## config.mk

```make
export PLATFORM = sky130hd
export DESIGN_NAME = exe_muldiv
export DESIGN_NICKNAME = d
export VERILOG_FILES = /design/src/rtl/exe_muldiv_pkg.sv /design/src/rtl/exe_muldiv_divcore.sv /design/src/rtl/exe_muldiv.sv
export SDC_FILE = /design/constraint.sdc
export NUM_CORES = 2
export LEC_CHECK = 0
export ABC_AREA = 1
export BUFFER_PORTS_ARGS = -buffer_cell sky130_fd_sc_hd__buf_4
export CAP_MARGIN = 15
export CORE_ASPECT_RATIO = 0.8
export CORE_MARGIN = 3
export CORE_UTILIZATION = 50
export DETAILED_ROUTE_END_ITERATION = 10
export PLACE_DENSITY = 0.7
export SLEW_MARGIN = 20
export SYNTH_ARGS = -nofsm -noshare
export SYNTH_HDL_FRONTEND = slang
export SYNTH_SLANG_ARGS = --single-unit
export TNS_END_PERCENT = 20
```

## constraint.sdc

```tcl
create_clock -name clk -period 8 [get_ports clk]
set_input_delay 0.4 -clock clk [delete_from_list [all_inputs] [get_ports clk]]
set_output_delay 0.4 -clock clk [all_outputs]
set_load 0.01 [all_outputs]
```

## src/rtl/exe_muldiv_pkg.sv

```systemverilog
// ---------------------------------------------------------------------------
// exe_muldiv_pkg
//   Shared definitions for the EXE-stage RV32M multiply/divide unit:
//   operand width, funct3 encodings, FSM state encoding, divider counter
//   sizing and a small absolute-value helper.
//   Optional feature macro used by the top: MULDIV_REMCACHE_EN.
// ---------------------------------------------------------------------------
package exe_muldiv_pkg;

  localparam int MD_XLEN  = 32;
  localparam int MD_CNT_W = 6;

  // Value of the divider iteration counter during the final quotient step.
  localparam logic [MD_CNT_W-1:0] MD_LAST_STEP = MD_CNT_W'(MD_XLEN - 1);

  // funct3 encodings of the M extension
  localparam logic [2:0] MD_MUL    = 3'd0;
  localparam logic [2:0] MD_MULH   = 3'd1;
  localparam logic [2:0] MD_MULHSU = 3'd2;
  localparam logic [2:0] MD_MULHU  = 3'd3;
  localparam logic [2:0] MD_DIV    = 3'd4;
  localparam logic [2:0] MD_DIVU   = 3'd5;
  localparam logic [2:0] MD_REM    = 3'd6;
  localparam logic [2:0] MD_REMU   = 3'd7;

  typedef enum logic [2:0] {
    ST_IDLE = 3'd0,
    ST_MUL  = 3'd1,
    ST_DIV  = 3'd2,
    ST_FIX  = 3'd3,
    ST_DONE = 3'd4
  } md_state_e;

  // Magnitude of v when it is interpreted as signed (en=1); v unchanged
  // otherwise. 0x80000000 maps onto itself, which the unsigned divider
  // core handles correctly as 2^31.
  function automatic logic [MD_XLEN-1:0] md_abs(input logic [MD_XLEN-1:0] v,
                                                input logic               en);
    return (en && v[MD_XLEN-1]) ? (~v + 1'b1) : v;
  endfunction

endpackage

```

## src/rtl/exe_muldiv_divcore.sv

```systemverilog
// ---------------------------------------------------------------------------
// muldiv_divcore
//   Unsigned radix-2 restoring divider, one quotient bit per step.
//   i_load captures dividend/divisor and clears the iteration counter;
//   each i_step cycle produces one quotient bit. After MD_XLEN steps
//   o_quot/o_rem hold the unsigned quotient and remainder.
//   Ports:
//     clk, rst          clock, asynchronous active-high reset
//     i_load            load operands, clear counter
//     i_step            perform one iteration
//     i_dividend        unsigned dividend
//     i_divisor         unsigned divisor (non-zero when stepping)
//     o_quot, o_rem     running quotient / partial remainder
//     o_count           number of iterations completed since load
// ---------------------------------------------------------------------------
module muldiv_divcore
  import exe_muldiv_pkg::*;
(
  input  logic                clk,
  input  logic                rst,
  input  logic                i_load,
  input  logic                i_step,
  input  logic [MD_XLEN-1:0]  i_dividend,
  input  logic [MD_XLEN-1:0]  i_divisor,
  output logic [MD_XLEN-1:0]  o_quot,
  output logic [MD_XLEN-1:0]  o_rem,
  output logic [MD_CNT_W-1:0] o_count
);

  logic [MD_XLEN-1:0]  r_quot;   // dividend bits shift out, quotient bits shift in
  logic [MD_XLEN-1:0]  r_rem;
  logic [MD_XLEN-1:0]  r_div;
  logic [MD_CNT_W-1:0] r_count;

  logic [MD_XLEN:0]    w_shift;
  logic [MD_XLEN+1:0]  w_diff;
  logic                w_ge;

  // Partial remainder is always below the divisor, so the shifted value is
  // below 2*divisor and one extra guard bit is enough for the sign test.
  assign w_shift = {r_rem, r_quot[MD_XLEN-1]};
  assign w_diff  = {1'b0, w_shift} - {2'b00, r_div};
  assign w_ge    = ~w_diff[MD_XLEN+1];

  always_ff @(posedge clk or posedge rst) begin
    if (rst) begin
      r_quot  <= '0;
      r_rem   <= '0;
      r_div   <= '0;
      r_count <= '0;
    end else if (i_load) begin
      r_quot  <= i_dividend;
      r_rem   <= '0;
      r_div   <= i_divisor;
      r_count <= '0;
    end else if (i_step) begin
      r_rem   <= w_ge ? w_diff[MD_XLEN-1:0] : w_shift[MD_XLEN-1:0];
      r_quot  <= {r_quot[MD_XLEN-2:0], w_ge};
      r_count <= r_count + 1'b1;
    end
  end

  assign o_quot  = r_quot;
  assign o_rem   = r_rem;
  assign o_count = r_count;

endmodule

```

## src/rtl/exe_muldiv.sv

```systemverilog
// ---------------------------------------------------------------------------
// exe_muldiv
//   Iterative RV32M multiply/divide unit living in the EXE stage. While an
//   operation is in flight it requests a pipeline freeze through stall; the
//   result is presented with a one-cycle done pulse in the DONE state, where
//   stall is low so EXE/MEM captures it.
//   Latency (start in cycle 0): MUL* done in cycle 1+MUL_STAGES, DIV/REM in
//   cycle 34, divide-by-zero / signed overflow in cycle 1.
//   Optional feature: define MULDIV_REMCACHE_EN to keep the last completed
//   divide (operands, signedness, quotient, remainder); a later divide with
//   identical operands and signedness finishes in cycle 1. Only rst clears it.
//   Ports:
//     clk, rst       clock, asynchronous active-high reset
//     start          M-extension op present in EXE and not being flushed
//     flush          kill any in-flight op (wins over start)
//     funct3         operation select (MUL..REMU)
//     opA, opB       forwarded rs1 / rs2
//     rd_in          destination register of the op
//     stall          freeze request to the hazard unit
//     done           one-cycle result-valid pulse
//     result         result, valid while done=1
//     rd_out         destination register of the result
// ---------------------------------------------------------------------------
module exe_muldiv #(
  parameter int MUL_STAGES = 1,   // 1..3
  parameter int XLEN       = 32   // only 32 supported
) (
  input  logic            clk,
  input  logic            rst,
  input  logic            start,
  input  logic            flush,
  input  logic [2:0]      funct3,
  input  logic [XLEN-1:0] opA,
  input  logic [XLEN-1:0] opB,
  input  logic [4:0]      rd_in,
  output logic            stall,
  output logic            done,
  output logic [XLEN-1:0] result,
  output logic [4:0]      rd_out
);

  import exe_muldiv_pkg::*;

  localparam logic [1:0] L_MUL_LAST = 2'(MUL_STAGES - 1);

  md_state_e r_state;
  md_state_e w_state_next;

  logic [2:0]        r_funct3;
  logic [4:0]        r_rd;
  logic [XLEN-1:0]   r_op_a;
  logic [XLEN-1:0]   r_op_b;
  logic              r_neg_q;
  logic              r_neg_r;
  logic [1:0]        r_mcnt;
  logic [XLEN-1:0]   r_result;

  // ---------------- input decode (accept cycle) ----------------
  logic w_accept_state, w_accept;
  logic w_in_div_op, w_in_sdiv, w_in_rem;
  logic w_div_zero, w_div_ovf, w_div_special;
  logic [XLEN-1:0] w_special_res;
  logic w_cache_hit;
  logic [XLEN-1:0] w_cache_res;

  assign w_accept_state = (r_state == ST_IDLE) || (r_state == ST_DONE);
  assign w_accept       = start && !flush && w_accept_state;

  assign w_in_sdiv   = (funct3 == MD_DIV) || (funct3 == MD_REM);
  assign w_in_rem    = (funct3 == MD_REM) || (funct3 == MD_REMU);
  assign w_in_div_op = w_in_rem || (funct3 == MD_DIV) || (funct3 == MD_DIVU);

  assign w_div_zero    = (opB == '0);
  assign w_div_ovf     = w_in_sdiv && (opA == {1'b1, {(XLEN-1){1'b0}}}) && (opB == '1);
  assign w_div_special = w_div_zero || w_div_ovf;

  // Zero divisor: q=all ones, r=dividend. Overflow: q=dividend (0x80000000), r=0.
  always_comb begin
    w_special_res = '0;
    if (w_div_zero)
      w_special_res = w_in_rem ? opA : '1;
    else if (!w_in_rem)
      w_special_res = opA;
  end

  // ---------------- multiplier ----------------
  logic w_a_signed, w_b_signed;
  logic [2*XLEN-1:0] w_mul_a_ext, w_mul_b_ext, w_prod, w_mul_final;
  logic w_mul_last;

  assign w_a_signed = (r_funct3 == MD_MULH) || (r_funct3 == MD_MULHSU);
  assign w_b_signed = (r_funct3 == MD_MULH);

  // Extending both operands to 64 bits makes a plain 64-bit product correct
  // for every signed/unsigned combination.
  assign w_mul_a_ext = {{XLEN{w_a_signed & r_op_a[XLEN-1]}}, r_op_a};
  assign w_mul_b_ext = {{XLEN{w_b_signed & r_op_b[XLEN-1]}}, r_op_b};
  assign w_prod      = w_mul_a_ext * w_mul_b_ext;
  assign w_mul_last  = (r_mcnt == L_MUL_LAST);

  // r_result is the last of the MUL_STAGES registers; the remaining
  // MUL_STAGES-1 registers form the chain below.
  generate
    if (MUL_STAGES > 1) begin : g_pipe
      for (genvar gi = 0; gi < MUL_STAGES - 1; gi++) begin : g_stage
        logic [2*XLEN-1:0] r_stage;
        if (gi == 0) begin : g_first
          always_ff @(posedge clk or posedge rst) begin
            if (rst) r_stage <= '0;
            else     r_stage <= w_prod;
          end
        end else begin : g_next
          always_ff @(posedge clk or posedge rst) begin
            if (rst) r_stage <= '0;
            else     r_stage <= g_stage[gi-1].r_stage;
          end
        end
      end
      assign w_mul_final = g_stage[MUL_STAGES-2].r_stage;
    end else begin : g_nopipe
      assign w_mul_final = w_prod;
    end
  endgenerate

  // ---------------- divider ----------------
  logic [XLEN-1:0]     w_quot, w_rem, w_q_fixed, w_r_fixed, w_fix_res;
  logic [MD_CNT_W-1:0] w_div_count;
  logic                w_r_is_rem;

  muldiv_divcore u_divcore (
    .clk        (clk),
    .rst        (rst),
    .i_load     (w_accept && w_in_div_op),
    .i_step     (r_state == ST_DIV),
    .i_dividend (md_abs(opA, w_in_sdiv)),
    .i_divisor  (md_abs(opB, w_in_sdiv)),
    .o_quot     (w_quot),
    .o_rem      (w_rem),
    .o_count    (w_div_count)
  );

  assign w_r_is_rem = (r_funct3 == MD_REM) || (r_funct3 == MD_REMU);
  assign w_q_fixed  = r_neg_q ? (~w_quot + 1'b1) : w_quot;
  assign w_r_fixed  = r_neg_r ? (~w_rem + 1'b1)  : w_rem;
  assign w_fix_res  = w_r_is_rem ? w_r_fixed : w_q_fixed;

  // ---------------- optional result cache ----------------
`ifdef MULDIV_REMCACHE_EN
  logic            r_c_valid, r_c_s;
  logic [XLEN-1:0] r_c_a, r_c_b, r_c_q, r_c_r;

  assign w_cache_hit = r_c_valid && (r_c_a == opA) && (r_c_b == opB) && (r_c_s == w_in_sdiv);
  assign w_cache_res = w_in_rem ? r_c_r : r_c_q;

  always_ff @(posedge clk or posedge rst) begin
    if (rst) begin
      r_c_valid <= 1'b0;
      r_c_s     <= 1'b0;
      r_c_a     <= '0;
      r_c_b     <= '0;
      r_c_q     <= '0;
      r_c_r     <= '0;
    end else if (r_state == ST_FIX && !flush) begin
      r_c_valid <= 1'b1;
      r_c_s     <= (r_funct3 == MD_DIV) || (r_funct3 == MD_REM);
      r_c_a     <= r_op_a;
      r_c_b     <= r_op_b;
      r_c_q     <= w_q_fixed;
      r_c_r     <= w_r_fixed;
    end
  end
`else
  assign w_cache_hit = 1'b0;
  assign w_cache_res = '0;
`endif

  // ---------------- FSM ----------------
  always_ff @(posedge clk or posedge rst) begin
    if (rst) r_state <= ST_IDLE;
    else     r_state <= w_state_next;
  end

  always_comb begin
    w_state_next = r_state;
    stall        = 1'b0;
    done         = 1'b0;
    case (r_state)
      ST_IDLE, ST_DONE: begin
        stall = start;
        done  = (r_state == ST_DONE);
        if (w_accept) begin
          if (!w_in_div_op)
            w_state_next = ST_MUL;
          else if (w_div_special || w_cache_hit)
            w_state_next = ST_DONE;
          else
            w_state_next = ST_DIV;
        end else begin
          w_state_next = ST_IDLE;
        end
      end
      ST_MUL: begin
        stall = 1'b1;
        if (w_mul_last) w_state_next = ST_DONE;
      end
      ST_DIV: begin
        stall = 1'b1;
        if (w_div_count == MD_LAST_STEP) w_state_next = ST_FIX;
      end
      ST_FIX: begin
        stall        = 1'b1;
        w_state_next = ST_DONE;
      end
      default: w_state_next = ST_IDLE;
    endcase
    if (flush) w_state_next = ST_IDLE;
  end

  // ---------------- datapath registers ----------------
  always_ff @(posedge clk or posedge rst) begin
    if (rst) begin
      r_funct3 <= '0;
      r_rd     <= '0;
      r_op_a   <= '0;
      r_op_b   <= '0;
      r_neg_q  <= 1'b0;
      r_neg_r  <= 1'b0;
      r_mcnt   <= '0;
      r_result <= '0;
    end else begin
      if (w_accept) begin
        r_funct3 <= funct3;
        r_rd     <= rd_in;
        r_op_a   <= opA;
        r_op_b   <= opB;
        r_neg_q  <= w_in_sdiv && (opA[XLEN-1] ^ opB[XLEN-1]);
        r_neg_r  <= w_in_sdiv && opA[XLEN-1];
        r_mcnt   <= '0;
        if (w_in_div_op) begin
          if (w_div_special)
            r_result <= w_special_res;
          else if (w_cache_hit)
            r_result <= w_cache_res;
        end
      end else if (r_state == ST_MUL) begin
        r_mcnt <= r_mcnt + 1'b1;
        if (w_mul_last)
          r_result <= (r_funct3 == MD_MUL) ? w_mul_final[XLEN-1:0]
                                           : w_mul_final[2*XLEN-1:XLEN];
      end else if (r_state == ST_FIX) begin
        r_result <= w_fix_res;
      end
    end
  end

  assign result = r_result;
  assign rd_out = r_rd;

endmodule

```

### Word-level counts from Yosys, hierarchy flattened

Cells that the tools add are included.

* bits in registers: 213
* input bits: 76
* output and inout bits: 39

* add/sub/neg operators: 7
* multiply operators: 1
* eq/ne operators: 20
* muxes and demuxes: 33
* bitwise gates (word level): 8
* reduce and logical (&&, ||, !) cells: 28

Operator list (count)
* $mux W32: 20
* $add A32 B1 Y32 const B: 4
* $not A32 Y32: 4
* $eq A32 B32 Y1 const B: 2
* $mul A33 B33 Y64: 1
* $sub A33 B32 Y34: 1
* $logic_not A32 Y1: 1
* $eq A3 B3 Y1 const B: 7
* $mux W3: 6
* $mux W6: 2
* $pmux W3 S4: 1
* $eq A3 B2 Y1 const B: 3
* $ne A3 B3 Y1 const B: 3
* $logic_and A1 B1 Y1: 8
* $logic_or A1 B1 Y1: 8
* $add A6 B1 Y6 const B: 1
* $eq A3 B1 Y1 const B: 2
* $eq A6 B5 Y1 const B: 1
* $logic_not A3 Y1: 2
* $mux W2: 2
* $ne A2 B1 Y1 const B: 2
* $reduce_and A4 Y1: 1
* $reduce_bool A2 Y1: 2
* $reduce_bool A3 Y1: 1
* 11 further kinds: 12

### Logic depth before layout (Yosys ltp)

* depth in word-level cells: 10
* mapped depth: 36

### Hierarchy

A second synthesis with hierarchy kept.

* cell total of the unflattened synthesis: 7700
* area total of the unflattened synthesis: 56335.3 sq um

By module, submodules not included
* exe_muldiv: instances 1, cells an instance 6638, area an instance 49253.5 sq um
* muldiv_divcore: instances 1, cells an instance 1062, area an instance 7081.8 sq um

### Worst setup path after synthesis

No wires, ideal clock.

* kind: register -> register
* start point: register r_funct3[1]
* end point: register r_result[31] (netlist: result[31])
* setup time: 73 ps
* arrival: 7920 ps
* path slack: 7 ps
* stages on the path, launching flop included: 36
* buffers on the path: 1
* clock period less this slack: 7993 ps
* cell sequence: dfrtp_1 inv_1 nand3_1 nand2_1 nand2_1 clkbuf_1 nor2_1 fa_1 inv_1 fa_1 inv_1 fa_1 inv_1 fa_1 inv_1 fa_1 inv_1 fa_1 inv_1 fa_1 inv_1 fa_1 inv_1 ha_1 inv_1 nor3_1 nand2_1 nor4_1 nand2_1 nand3_1 inv_1 nand3_1 nand3_1 nand2_1 nand2_1 a21oi_2

* word-level cells in the longest chain between the ends: 8
* elaborated cells between the ends (all ways): 16

RTL lines
* start, declared: line exe_muldiv.sv:49 `logic [2:0] r_funct3;`
* start signal, assigned: line exe_muldiv.sv:232 `r_funct3 <= funct3;`
* $eq A3 B1 Y1 / $eq A3 B2 Y1 (equally long branches): line exe_muldiv.sv:91, exe_muldiv.sv:92
* $logic_or A1 B1 Y1: line exe_muldiv.sv:91 `assign w_a_signed = (r_funct3 == MD_MULH) || (r_funct3 == MD_MULHSU);`
* $and A1 B1 Y1: line exe_muldiv.sv:96 `assign w_mul_a_ext = {{XLEN{w_a_signed & r_op_a[XLEN-1]}}, r_op_a};`
* $mul A33 B33 Y64: line exe_muldiv.sv:98 `assign w_prod = w_mul_a_ext * w_mul_b_ext;`
* $mux W32: line exe_muldiv.sv:248 `r_result <= (r_funct3 == MD_MUL) ? w_mul_final[XLEN-1:0]`
* $mux W32: line exe_muldiv.sv:247 `if (w_mul_last)`
* $mux W32 *: line exe_muldiv.sv:245 `end else if (r_state == ST_MUL) begin`
* $mux W32 *: line exe_muldiv.sv:231 `if (w_accept) begin`
* end signal, assigned: line exe_muldiv.sv:243 `r_result <= w_cache_res;`
* end signal, assigned: line exe_muldiv.sv:248
* end signal, assigned: line exe_muldiv.sv:251 `r_result <= w_fix_res;`
* end, declared: line exe_muldiv.sv:56 `logic [XLEN-1:0] r_result;`

Every way passes the cells marked *; elsewhere a longest branch is shown, timed or not. The select of a mux whose other input is x is not followed.
A chain may end at the register's enable or synchronous reset.

### Worst setup path in the final report

* start point: register r_funct3[1]
* end point: register r_result[9] (netlist: result[9])

Same word-level chain as after synthesis.

==> impl_metrics.ini <==
[status]
status = finished with violations
violations = negative hold slack

[floorplan]
core_area_sq_um = 108900
io_pins = 115
start_util_pct = 50.56
die_w_um = 377.0
die-area_sq_um = 114200
rows = 108
fp.dieH_um = 302.8

[routing]
drtPass1Iterations = 6
wl_mm = 177.9
vias_per_cell = 5.482
drcViolationCount = 0
drt_iter0_markers = 4927
wl_per_cell_um = 20.20
vias = 48290
final_antenna_net_count = 0

[timing]
rsz0062_at_grt = true
relSlewSlack_pct = 28.40
hold_viol_final = 15
fin_crit_ns = 7.767
fin_worst_skew_ns = 0.02006
whs_ns = -0.03589
drv_slew = 0
period_share_pct = 97.09
fmax_ghz = 0.1287
setup_viol = 0
worst_pin_slew_ns = 1.072

[setup_path]
cpMaxStageDelayCell = fa_1
required_ns = 8.51
slowest_delay_ns = 0.61
arrival_ns = 8.28
crit_path_start_kind = flop
path_max_fanout = 7
worstSetupEndpointType = flop
worstSetupPathType = reg -> reg

[global_route]
grt_overflow = 0
grt_max_degree = 120
grt_pass1_wl_mm = 282.7
grt_usage_pct = 31.89
grt_pass1_vias = 49560
antenna_found_initial = 1

[cts]
cts_buffer_depth = 3
numCtsBuffers = 26
clkSlewWorstSetupHoldPaths_ns = 0.07
clkLatencyLatePin_ns = 0.59
tritoncts = built
ctsHoldBuffers = 0
clock_sinks = 213
cts_root_buf = clkbuf_16
cts_max_level = 1

[finish]
area_growth_pct = 9.518
post_route_cells_drive_above_1_share_pct = 7.972
final_util_pct = 55.37
multi_input_area_sq_um = 41410
seq_area_sq_um = 5334
nets = 8809
n_fill_cell = 10300
stdcell_count = 8808

[yosys]
syn_avg_cell_area_sq_um = 7.562
ys_ff_latch = 213
syn-num-nets = 8735
seq_area_frac_synth_pct = 9.679
synthCells = 7282
synth_cell_types = 57
synth_largest_area_cell = fa_1
synth_top_area_share_pct = 40.93
ys.flop_type = dfrtp_1
synth_common_cells = inv_1 (1,880), nand2_1 (1,751), fa_1 (1,126), nor2_1 (355), o21ai_0 (346)
postSynth.asyncResetShare_pct = 100.0
yosysWarnings = 0
synth_edf_count = 0
synthTopCellsByArea = fa_1 (41%), inv_1 (13%), nand2_1 (12%), dfrtp_1 (9.7%), ha_1 (5.7%)
yosysMostFrequentCell = inv_1
synth_area_sq_um = 55070

[placed_design]
place_congestion = 1.048
place_inst = 8757
io_buffers = 114
dp_hpwl_mm = 146.9

[hold_path]
hold_path_class = in -> async

[run]
maxCapViolations = 0
## sequential cells by signal (all words and copies together) (netlist names)
register and flops:
u_divcore.o_rem 32, r_mcnt 2, u_divcore.r_div 32, u_divcore.o_quot 32, r_funct3 3, r_state 3, r_neg_r 1, result 32
u_divcore.o_count 6, r_neg_q 1, r_op_a 32, rd_out 5, r_op_b 32
## area by class of cell
class                   instances  share of cell area [%]
inverters                    1899                   11.85
clock buffers                  32                   1.166
flip-flops and latches        213                   8.844
clock inverters                16                  0.3112
well taps                    1430                   2.967
multi-input cells            4806                   68.67
diodes                          2                0.008299
repair buffers                410                   6.189
## routing by layer
metal / vias up / GRT usage, % / part of all wire [%] / routed length [um]
li1: 21520 / - / - / -
met1: 24160 / 45.87 / 42 / 75060
met2: 2286 / 49.71 / 44 / 78920
met3: 321 / 5.149 / 9.7 / 17330
met4: 0 / 10.14 / 3.7 / 6604
met5: - / 0 / 0 / 0
## cell families after synthesis
| group | share of synthesized area [%] |
|---|---|
| flops | 9.679 |
| compound gates | 8.041 |
| fa+ha+maj | 46.75 |
| buf+inv | 15.55 |
| simple gates | 18.97 |
| xor+xnor | 1.018 |
## path summary, 6_finish.rpt
check	start	endpoint	slack, ns	cells after the start
setup reg to reg	r_funct3[1]$_DFFE_PP0P_	result[9]$_DFFE_PP0P_	0.23	32
setup / recovery	r_funct3[1]$_DFFE_PP0P_	result[9]$_DFFE_PP0P_	0.23	32
hold reg to reg	rd_out[4]$_DFFE_PP0P_	rd_out[4]$_DFFE_PP0P_	0.48	2
hold / removal	rst	r_op_b[27]$_DFFE_PP0P_	-0.04	2
min in group clk	rd_in[4]	rd_out[4]$_DFFE_PP0P_	0.01	3
max in group asynchronous	rst	u_divcore.o_quot[8]$_DFFE_PP0P_	6.63	3
## worst max-delay path: cells and delay by family, from the launching register on
kind,cells,cell delay (ns)
adder cells (fa/ha/maj),9,4.54
AND/OR/NAND/NOR,11,1.57
buffers and inverters,10,0.85
flip-flops,1,0.40
AO/OA/AOI/OAI,2,0.33
## timing repair
item,4_1_cts,5_1_grt
setup buffers,0,1
setup endpoints to repair,0,30
gates resized for setup,0,76
## cell usage in the layout, fill, tap and decap left out, types with 13 or more instances in the layout
master,netlist,routed
xor2_1,42,42
clkbuf_16,0,26
nor2_2,5,22
nand4_1,46,46
a21o_1,13,13
nand2_1,1751,1747
nor3_1,61,56
fa_1,1126,1122
a21boi_2,26,26
nand3_1,301,295
o211ai_1,14,14
a31oi_1,16,15
xnor2_1,22,22
inv_1,1880,1876
buf_4,0,357
buf_12,0,52
nor2_1,355,331
dfrtp_1,213,210
ha_1,251,247
nand3b_1,14,14
o221ai_1,21,21
o21ai_0,346,337
a21oi_1,248,242
o21ai_1,41,50
inv_2,17,18
## per-stage QoR
step | instance area [sq um] | setup slack (ns) | hold WS, ns | TNS, ns
CTS | 60070 | 0.04132 | 0.003142 | 0
global placement | 59180 | -0.06994 | 0.4575 | -0.06994
floorplan | 55070 | 0.006676 | 0.4530 | 0
finish | 60310 | 0.2328 | -0.03589 | 0
global route | 60300 | -0.06985 | 0.008540 | -0.3130
detailed placement | 59180 | 0.08555 | 0.4643 | 0
Power is not shown: default switching activity piles up to over one toggle a cycle in this logic, so the estimate is an artifact.
